==> src/rtl/pipeline_hazard_ctrl.sv <==
// Pipeline sequencing controller: PC enable plus IF/ID and ID/EXE stall/flush from branch, load-use and halt.
// Optional performance counters are built only when HAZARD_PERF_CNT_EN is defined.
module pipeline_hazard_ctrl #(
  parameter int REG_ADDR_W        = 4,
  parameter int FLUSH_CYCLES      = 2,
  parameter int LOAD_STALL_CYCLES = 1,
  parameter int CNT_W             = 16
) (
  input  logic                  clk,
  input  logic                  rst,
  input  logic                  branch_taken,
  input  logic                  exe_rd_mem_en,
  input  logic                  exe_wb_en,
  input  logic [REG_ADDR_W-1:0] exe_dst,
  input  logic [REG_ADDR_W-1:0] id_src1,
  input  logic [REG_ADDR_W-1:0] id_src2,
  input  logic [REG_ADDR_W-1:0] id_src3,
  input  logic [2:0]            id_src_used,
  input  logic                  halt_req,
  output logic                  halt_ack,
  output logic                  pc_en,
  output logic                  ifid_stall,
  output logic                  ifid_flush,
  output logic                  idexe_flush,
  output logic [1:0]            ctrl_state
`ifdef HAZARD_PERF_CNT_EN
  ,
  output logic [CNT_W-1:0]      stall_cycles,
  output logic [CNT_W-1:0]      flush_cycles
`endif
);

  typedef enum logic [1:0] {
    RUN   = 2'd0,
    STALL = 2'd1,
    FLUSH = 2'd2,
    HALT  = 2'd3
  } state_t;

  localparam int MAX_CYC = (FLUSH_CYCLES > LOAD_STALL_CYCLES) ? FLUSH_CYCLES : LOAD_STALL_CYCLES;
  localparam int CW      = (MAX_CYC > 1) ? $clog2(MAX_CYC) : 1;
  localparam logic [CW-1:0] FLUSH_LOAD = (FLUSH_CYCLES > 1) ? CW'(FLUSH_CYCLES - 2) : '0;
  localparam logic [CW-1:0] STALL_LOAD = (LOAD_STALL_CYCLES > 1) ? CW'(LOAD_STALL_CYCLES - 2) : '0;

  if (FLUSH_CYCLES < 1 || LOAD_STALL_CYCLES < 1 || CNT_W < 1 || REG_ADDR_W < 1) begin : g_param_check
    $error("pipeline_hazard_ctrl: cycle counts, CNT_W and REG_ADDR_W must all be >= 1");
  end

  state_t        state, state_nx, eff_state;
  logic [CW-1:0] cnt, cnt_nx;
  logic [2:0]    src_hit;
  logic          luh;
  logic          stall_req;

  assign src_hit = {id_src3 == exe_dst, id_src2 == exe_dst, id_src1 == exe_dst} & id_src_used;
  assign luh     = exe_rd_mem_en & exe_wb_en & (|src_hit);

  // Dropping halt_req resumes RUN behaviour in the same cycle, before the state register follows.
  assign eff_state = (state == HALT && !halt_req) ? RUN : state;

  always_comb begin
    pc_en       = 1'b1;
    stall_req   = 1'b0;
    ifid_flush  = 1'b0;
    idexe_flush = 1'b0;
    state_nx    = eff_state;
    cnt_nx      = cnt;
    if (rst) begin
      case (eff_state)
        RUN: begin
          if (branch_taken) begin
            ifid_flush  = 1'b1;
            idexe_flush = 1'b1;
            if (FLUSH_CYCLES > 1) begin
              state_nx = FLUSH;
              cnt_nx   = FLUSH_LOAD;
            end
          end else if (luh) begin
            pc_en       = 1'b0;
            stall_req   = 1'b1;
            idexe_flush = 1'b1;
            if (LOAD_STALL_CYCLES > 1) begin
              state_nx = STALL;
              cnt_nx   = STALL_LOAD;
            end
          end else if (halt_req) begin
            pc_en       = 1'b0;
            stall_req   = 1'b1;
            idexe_flush = 1'b1;
            state_nx    = HALT;
          end
        end
        STALL: begin
          // EXE holds a bubble here, so a branch_taken cannot be genuine and is ignored.
          pc_en       = 1'b0;
          stall_req   = 1'b1;
          idexe_flush = 1'b1;
          if (cnt == '0) state_nx = RUN;
          else           cnt_nx   = cnt - 1'b1;
        end
        FLUSH: begin
          ifid_flush  = 1'b1;
          idexe_flush = 1'b1;
          if (branch_taken)   cnt_nx   = FLUSH_LOAD;
          else if (cnt == '0) state_nx = RUN;
          else                cnt_nx   = cnt - 1'b1;
        end
        HALT: begin
          idexe_flush = 1'b1;
          if (branch_taken) begin
            ifid_flush = 1'b1;
          end else begin
            pc_en     = 1'b0;
            stall_req = 1'b1;
          end
        end
        default: state_nx = RUN;
      endcase
    end
  end

  assign ifid_stall = stall_req & ~ifid_flush;
  assign ctrl_state = state;

  always_ff @(posedge clk or negedge rst) begin
    if (!rst) begin
      state    <= RUN;
      cnt      <= '0;
      halt_ack <= 1'b0;
    end else begin
      state    <= state_nx;
      cnt      <= cnt_nx;
      halt_ack <= (state_nx == HALT);
    end
  end

`ifdef HAZARD_PERF_CNT_EN
  always_ff @(posedge clk or negedge rst) begin
    if (!rst) begin
      stall_cycles <= '0;
      flush_cycles <= '0;
    end else begin
      if (!pc_en && stall_cycles != '1)     stall_cycles <= stall_cycles + 1'b1;
      if (ifid_flush && flush_cycles != '1) flush_cycles <= flush_cycles + 1'b1;
    end
  end
`endif

endmodule

==> config.mk <==
export PLATFORM = sky130hd
export DESIGN_NAME = pipeline_hazard_ctrl
export DESIGN_NICKNAME = d
export VERILOG_FILES = /design/src/rtl/pipeline_hazard_ctrl.sv
export SDC_FILE = /design/constraint.sdc
export NUM_CORES = 1
export LEC_CHECK = 0
export CAP_MARGIN = 20
export CORE_MARGIN = 1
export CORE_UTILIZATION = 32
export DETAILED_ROUTE_END_ITERATION = 10
export GPL_ROUTABILITY_DRIVEN = 0
export PLACE_DENSITY = 0.79
export SLEW_MARGIN = 20
export SYNTH_ARGS = -nofsm -noshare
export SYNTH_HDL_FRONTEND = slang
export SYNTH_SLANG_ARGS = --single-unit
==> constraint.sdc <==
create_clock -name clk -period 1.85 [get_ports clk]
set_input_delay 0.185 -clock clk [delete_from_list [all_inputs] [get_ports clk]]
set_output_delay 0.185 -clock clk [all_outputs]
set_load 0.02 [all_outputs]
==> results of run 1 <==
-- final cells by class --
class	count	area [µm²]
Inverter	5	23.77
Clock buffer	4	26.28
Tap cell	16	20.02
Timing Repair Buffer	47	437.9
Fill cell	114	370.4
Sequential cell	3	77.57
Multi-Input combinational cell	59	568.0
-- power by group through the flow --
stage / Sequential, µW / Clock, µW / Combinational, µW
final: 107 / 111 / 846
after global routing: 109 / 115 / 912
after CTS: 107 / 112 / 753
after detailed placement: 104 / 0 / 646
after global placement: 104 / 0 / 628
after floorplan: 131 / 0 / 322
-- sequential cells by signal, summed over array words and instances, names as in the netlist --
signal      cells
halt_ack        1
ctrl_state      2
-- worst paths after layout --
path,endpoint,cells after the start
max,ifid_stall,8
min in group clk,ctrl_state[1],4
min reg2reg,ctrl_state[0],4
max reg2reg,ctrl_state[0],8
max in group asynchronous,ctrl_state[0],2
min,ctrl_state[1],2
-- cell families after synthesis --
| kind of cell | after synthesis |
|---|---|
| buf+inv | 6 |
| compound gates | 16 |
| flops | 3 |
| simple gates | 24 |
| fa+ha+maj | 7 |
| xor+xnor | 12 |
-- per-layer routing --
layer,part of all wire [%],wire (µm),GRT usage (%),up-vias
li1,-,-,-,342
met1,41,768,26.49,323
met2,54,1003,37.54,30
met3,4.6,86,1.724,2
met4,0.54,10,3.750,0
met5,0,0,0,-
-- metrics by stage --
step / setup TNS, ps / total power, µW
2_1_floorplan: 0 / 453.0
5_1_grt: -388.1 / 1136
4_1_cts: -82.50 / 972.1
6_report: -134.0 / 1064
3_5_place_dp: -3355 / 750.0
3_3_place_gp: -3089 / 732.1
-- placed cells by master, fill, tap and decap left out, types with 2 or more instances in the layout --
cell             instances
buf_4                   17
clkdlybuf4s50_1         16
xor2_1                   9
nand2_1                  6
dlygate4sd2_1            6
ha_4                     5
dlymetal6s2s_1           4
xnor2_1                  3
nand4_1                  3
nor4_2                   3
nand2b_1                 3
nor2_1                   3
clkbuf_4                 3
inv_2                    2
inv_4                    2
nand3_1                  2
a21oi_1                  2
o32ai_2                  2
o21bai_1                 2
a31oi_1                  2
o21a_1                   2
ha_1                     2
dfrtp_2                  2
buf_6                    2
-- repair_timing --
| action | in CTS | in global routing |
|---|---|---|
| pin swaps | 16 | 15 |
| setup endpoints to repair | 7 | 7 |
| resized for setup | 46 | 17 |
| buffers inserted | 3 | 1 |
==> run metrics, run 1 <==
clk root buf clkbuf_4; DR DRC count 0; sequential cell area fraction in the yosys report 14.29%; Most used DFF post-synth dfrtp_1; ys async rst share 100.0%; Die X 42.53 µm; post-synthesis simple-gate area fraction 24.52%; Worst VDD drop 580.9 µV; Worst slew margin 79.06%; Worst EP arrival 1800 ps; Maximum Capacitance Violations 0; post-synthesis average cell area 7.728 µm²; Synthesized Nets 100; Pint 596.2 µW; core area 1524 µm²; first-pass GRT wire length 2863 µm; Nets 151; CP Capture Type primary output; placed cells 126; Synth Area in Compound Gates 20.24%; Post-Synth XOR/XNOR Area 20.00%; CTS Sinks 3; synth cell count leaders 9 x xor2_1, 7 x ha_1, 6 x nand2_1; antenna violations before repair 0; RSZ-0062 raised after global routing yes; top-count cell post-synth xor2_1; DIE HEIGHT 42.53 µm; PwrDens 922.6 nW/µm²; crit-path cells a21oi_4, inv_4, buf_6, ha_4, o21bai_1, nand3_1, o21a_1, buf_6; pin count of the biggest net entering global routing 8; vias in the first global route 641; critical path class flop to primary output; status finished with violations; Clock Tree Buf Depth 2; failing checks negative setup slack; crit path time final 1982 ps; cell mode on critical path buf_6; number of I/O pins 32; Setup crit start kind flop; adder-cell area share of the yosys netlist 16.67%; largest family of logic cells by synthesized area simple AND/OR/NAND/NOR gates; Switching Fraction 43.98%; vias 697; placed instance area 963.4 µm²; power share of the clock group 10.5%; Worst R2R Setup Slack 20 ps; P&R area growth vs syn 119.5%; Core Util, Final 75.70%; worst-path fanout max 4; Setup crit start ctrl_state[0]; Slew Limit Fails 0; final setup violation count 2; Min-Delay Path Class input pin to asynchronous set/reset pin; Final Skew 1.806 ps; CTS buffer count 3; grt total ovfl 0; Post-synth EDFFs 0; GRT Total Usage 20.67%; P_leak 0.0005219 µW; Detail Route Antenna Nets 0; RR Startpoint ctrl_state[0]; H-tree Lvls 1; crit share post-route 107.1%; Rows 14; Synth top area share 16.67%; Synth area leader ha_1; # diodes 0; Sequential Power Share 10.1%; Fin Hold WS 255.4 ps; number of iterations in the first detailed-routing pass 4; Synth Instances 68; switching power 468.1 µW; final hold vios 0; DR WL/cell 13.94 µm; combinational share of power 79.5%; CTS tree built; synthesized flop and latch total 3; hold_buf cts 0; Worst path top cell family by delay compound AO/OA/AOI/OAI gates; YS warnings 0; Finished Cell Area 1154 µm²; worst path bufs/invs 3; pin slew with the least headroom to its limit 311.5 ps; mux share of post-synthesis cell area 0%; unique cell type count in the Yosys netlist 24; Critical Path RT 1660 ps; Via density 5.201; Place WS -692.3 ps; layout cells sized above 1 40.68%; Initial Utilization 34.48%; Synth area leaders ha_1 17%, xor2_1 15%, dfrtp_1 14%, xnor2_1 5.0%, nand2_1 4.3%; mapped cell area 525.5 µm²; slowest CP cell dfrtp_2; post-route worst setup slack -131.9 ps; clock latency on the worst-skew pair 230 ps; clk slew on worst S/H paths 40 ps; dpl hpwl 1364 µm; Finished Layout Cells 134; Iteration-0 DRC Markers 12; die footprint 1808 µm²; f_max 504.6 MHz; Worst path max stage delay 430 ps; port bufs 31; final wirelength 1868 µm
Note: power is estimated with default switching activity, not from simulation.
==> run 2: changes to the inputs <==
--- a/config.mk
+++ b/config.mk
@@ -5,12 +5,11 @@
 export SDC_FILE = /design/constraint.sdc
 export NUM_CORES = 1
 export LEC_CHECK = 0
-export CAP_MARGIN = 20
 export CORE_MARGIN = 1
 export CORE_UTILIZATION = 32
 export DETAILED_ROUTE_END_ITERATION = 10
 export GPL_ROUTABILITY_DRIVEN = 0
-export PLACE_DENSITY = 0.79
+export PLACE_DENSITY = 0.74
 export SLEW_MARGIN = 20
 export SYNTH_ARGS = -nofsm -noshare
 export SYNTH_HDL_FRONTEND = slang
==> run metrics, run 2 (synthesis gave the netlist of run 1 again) <==
Iteration-0 DRC Markers 16; Final Skew 1.410 ps; H-tree Lvls 1; status finished with violations; port bufs 31; critical path class flop to primary output; placed cells 131; Worst EP arrival 1750 ps; number of I/O pins 32; Critical Path RT 1660 ps; final setup violation count 2; clk root buf clkbuf_4; pin slew with the least headroom to its limit 304.5 ps; CTS tree built; P_leak 0.0005524 µW; Maximum Capacitance Violations 0; DR WL/cell 14.68 µm; Place WS -697.1 ps; grt total ovfl 0; Finished Cell Area 1227 µm²; Pint 684.8 µW; r2r endpoint halt_ack; Worst VDD drop 878.6 µV; Min-Delay Path Class input pin to asynchronous set/reset pin; Via density 5.180; first-pass GRT wire length 2884 µm; most common cell after layout, fill and taps aside clkdlybuf4s50_1; pin count of the biggest net entering global routing 8; Die X 42.53 µm; GRT Total Usage 21.13%; layout cells sized above 1 45.53%; vias in the first global route 677; worst-path fanout max 4; clock latency on the worst-skew pair 230 ps; P&R area growth vs syn 133.6%; R2R cell count 9; Worst slew margin 79.53%; CTS Sinks 3; dpl hpwl 1417 µm; power share of the clock group 9.9%; number of iterations in the first detailed-routing pass 6; core area 1524 µm²; crit path time final 1936 ps; DR DRC count 0; Initial Utilization 34.48%; switching power 510.9 µW; Setup crit start kind flop; Clock Tree Buf Depth 2; placed instance area 1001 µm²; total power 1196 µW; Rows 14; # diodes 0; Slew Limit Fails 0; failing checks negative setup slack; PwrDens 974.2 nW/µm²; Detail Route Antenna Nets 0; Setup crit start ctrl_state[1]; Switching Fraction 42.73%; vias 720; hold_buf cts 0; Sequential Power Share 8.9%; clk slew on worst S/H paths 40 ps; crit share post-route 104.7%; final hold vios 0; f_max 516.5 MHz; antenna violations before repair 0; Worst R2R Setup Slack 90 ps; combinational share of power 81.2%; RR Startpoint ctrl_state[1]; CP Capture Type primary output; CTS buffer count 3; final wirelength 2040 µm; Finished Layout Cells 139; most frequent cells in the layout 21 x clkdlybuf4s50_1, 19 x buf_4, 9 x xor2_1; RSZ-0062 raised after global routing yes; die footprint 1808 µm²; Nets 156; post-route worst setup slack -86.15 ps; Largest register FFs 2; DIE HEIGHT 42.53 µm
-- run 2: stage by stage --
step / hold slack, ps / util, % / setup TNS, ps
after floorplan: -110.6 / - / 0
after global placement: 490.9 / 65.68 / -3064
after detailed placement: 491.1 / 65.68 / -3445
after CTS: 232.8 / 72.66 / -252.6
after global routing: 332.7 / 80.54 / -412.7
final: 322.8 / 80.54 / -133.6
-- run 2: critical path: stages, from the launching register on --
cell and delay (ps):
dfrtp_2 350, inv_2 50, buf_6 110, a21oi_4 150, inv_4 70, buf_6 130, ha_4 160, o21bai_4 120
nand3_2 60, o21a_1 180, buf_6 130
-- run 2: metal layers --
metal  vias up  part of all wire [%]  wire length (µm)  global-route usage [%]
li1        351                     -                 -                       -
met1       349                    42               848                   24.48
met2        20                    55              1114                   36.92
met3         0                   3.8                77                   6.466
met4         0                     0                 0                   6.250
met5         -                     0                 0                       0
-- run 2: final cells by class --
class	count	area (µm²)
Clock buffer	4	26.28
Timing Repair Buffer	52	484.2
Tap cell	16	20.02
Inverter	5	21.27
Fill cell	99	296.5
Sequential cell	3	76.32
Multi-Input combinational cell	59	599.3
-- run 2: how the worst max path moves through the flow --
stage	end	slack (ps)
after global routing	ifid_stall	-180
final	ifid_stall	-90
after CTS	ifid_stall	-150
after floorplan	ifid_stall	2
after detailed placement	ifid_stall	-700
after global placement	ifid_stall	-640
-- run 2: what timing repair did --
action,in CTS,in global routing
endpoints found under the setup margin,7,7
pin swaps,7,12
resized for setup,39,23
buffers inserted,3,1
-- run 2: power groups by stage --
stage          registers (µW)  logic (µW)  clock network (µW)
6_report                  106         971                 119
5_1_grt                   109        1030                 134
4_1_cts                   107         783                 127
3_5_place_dp              104         705                   0
3_3_place_gp              104         688                   0
2_1_floorplan             131         322                   0
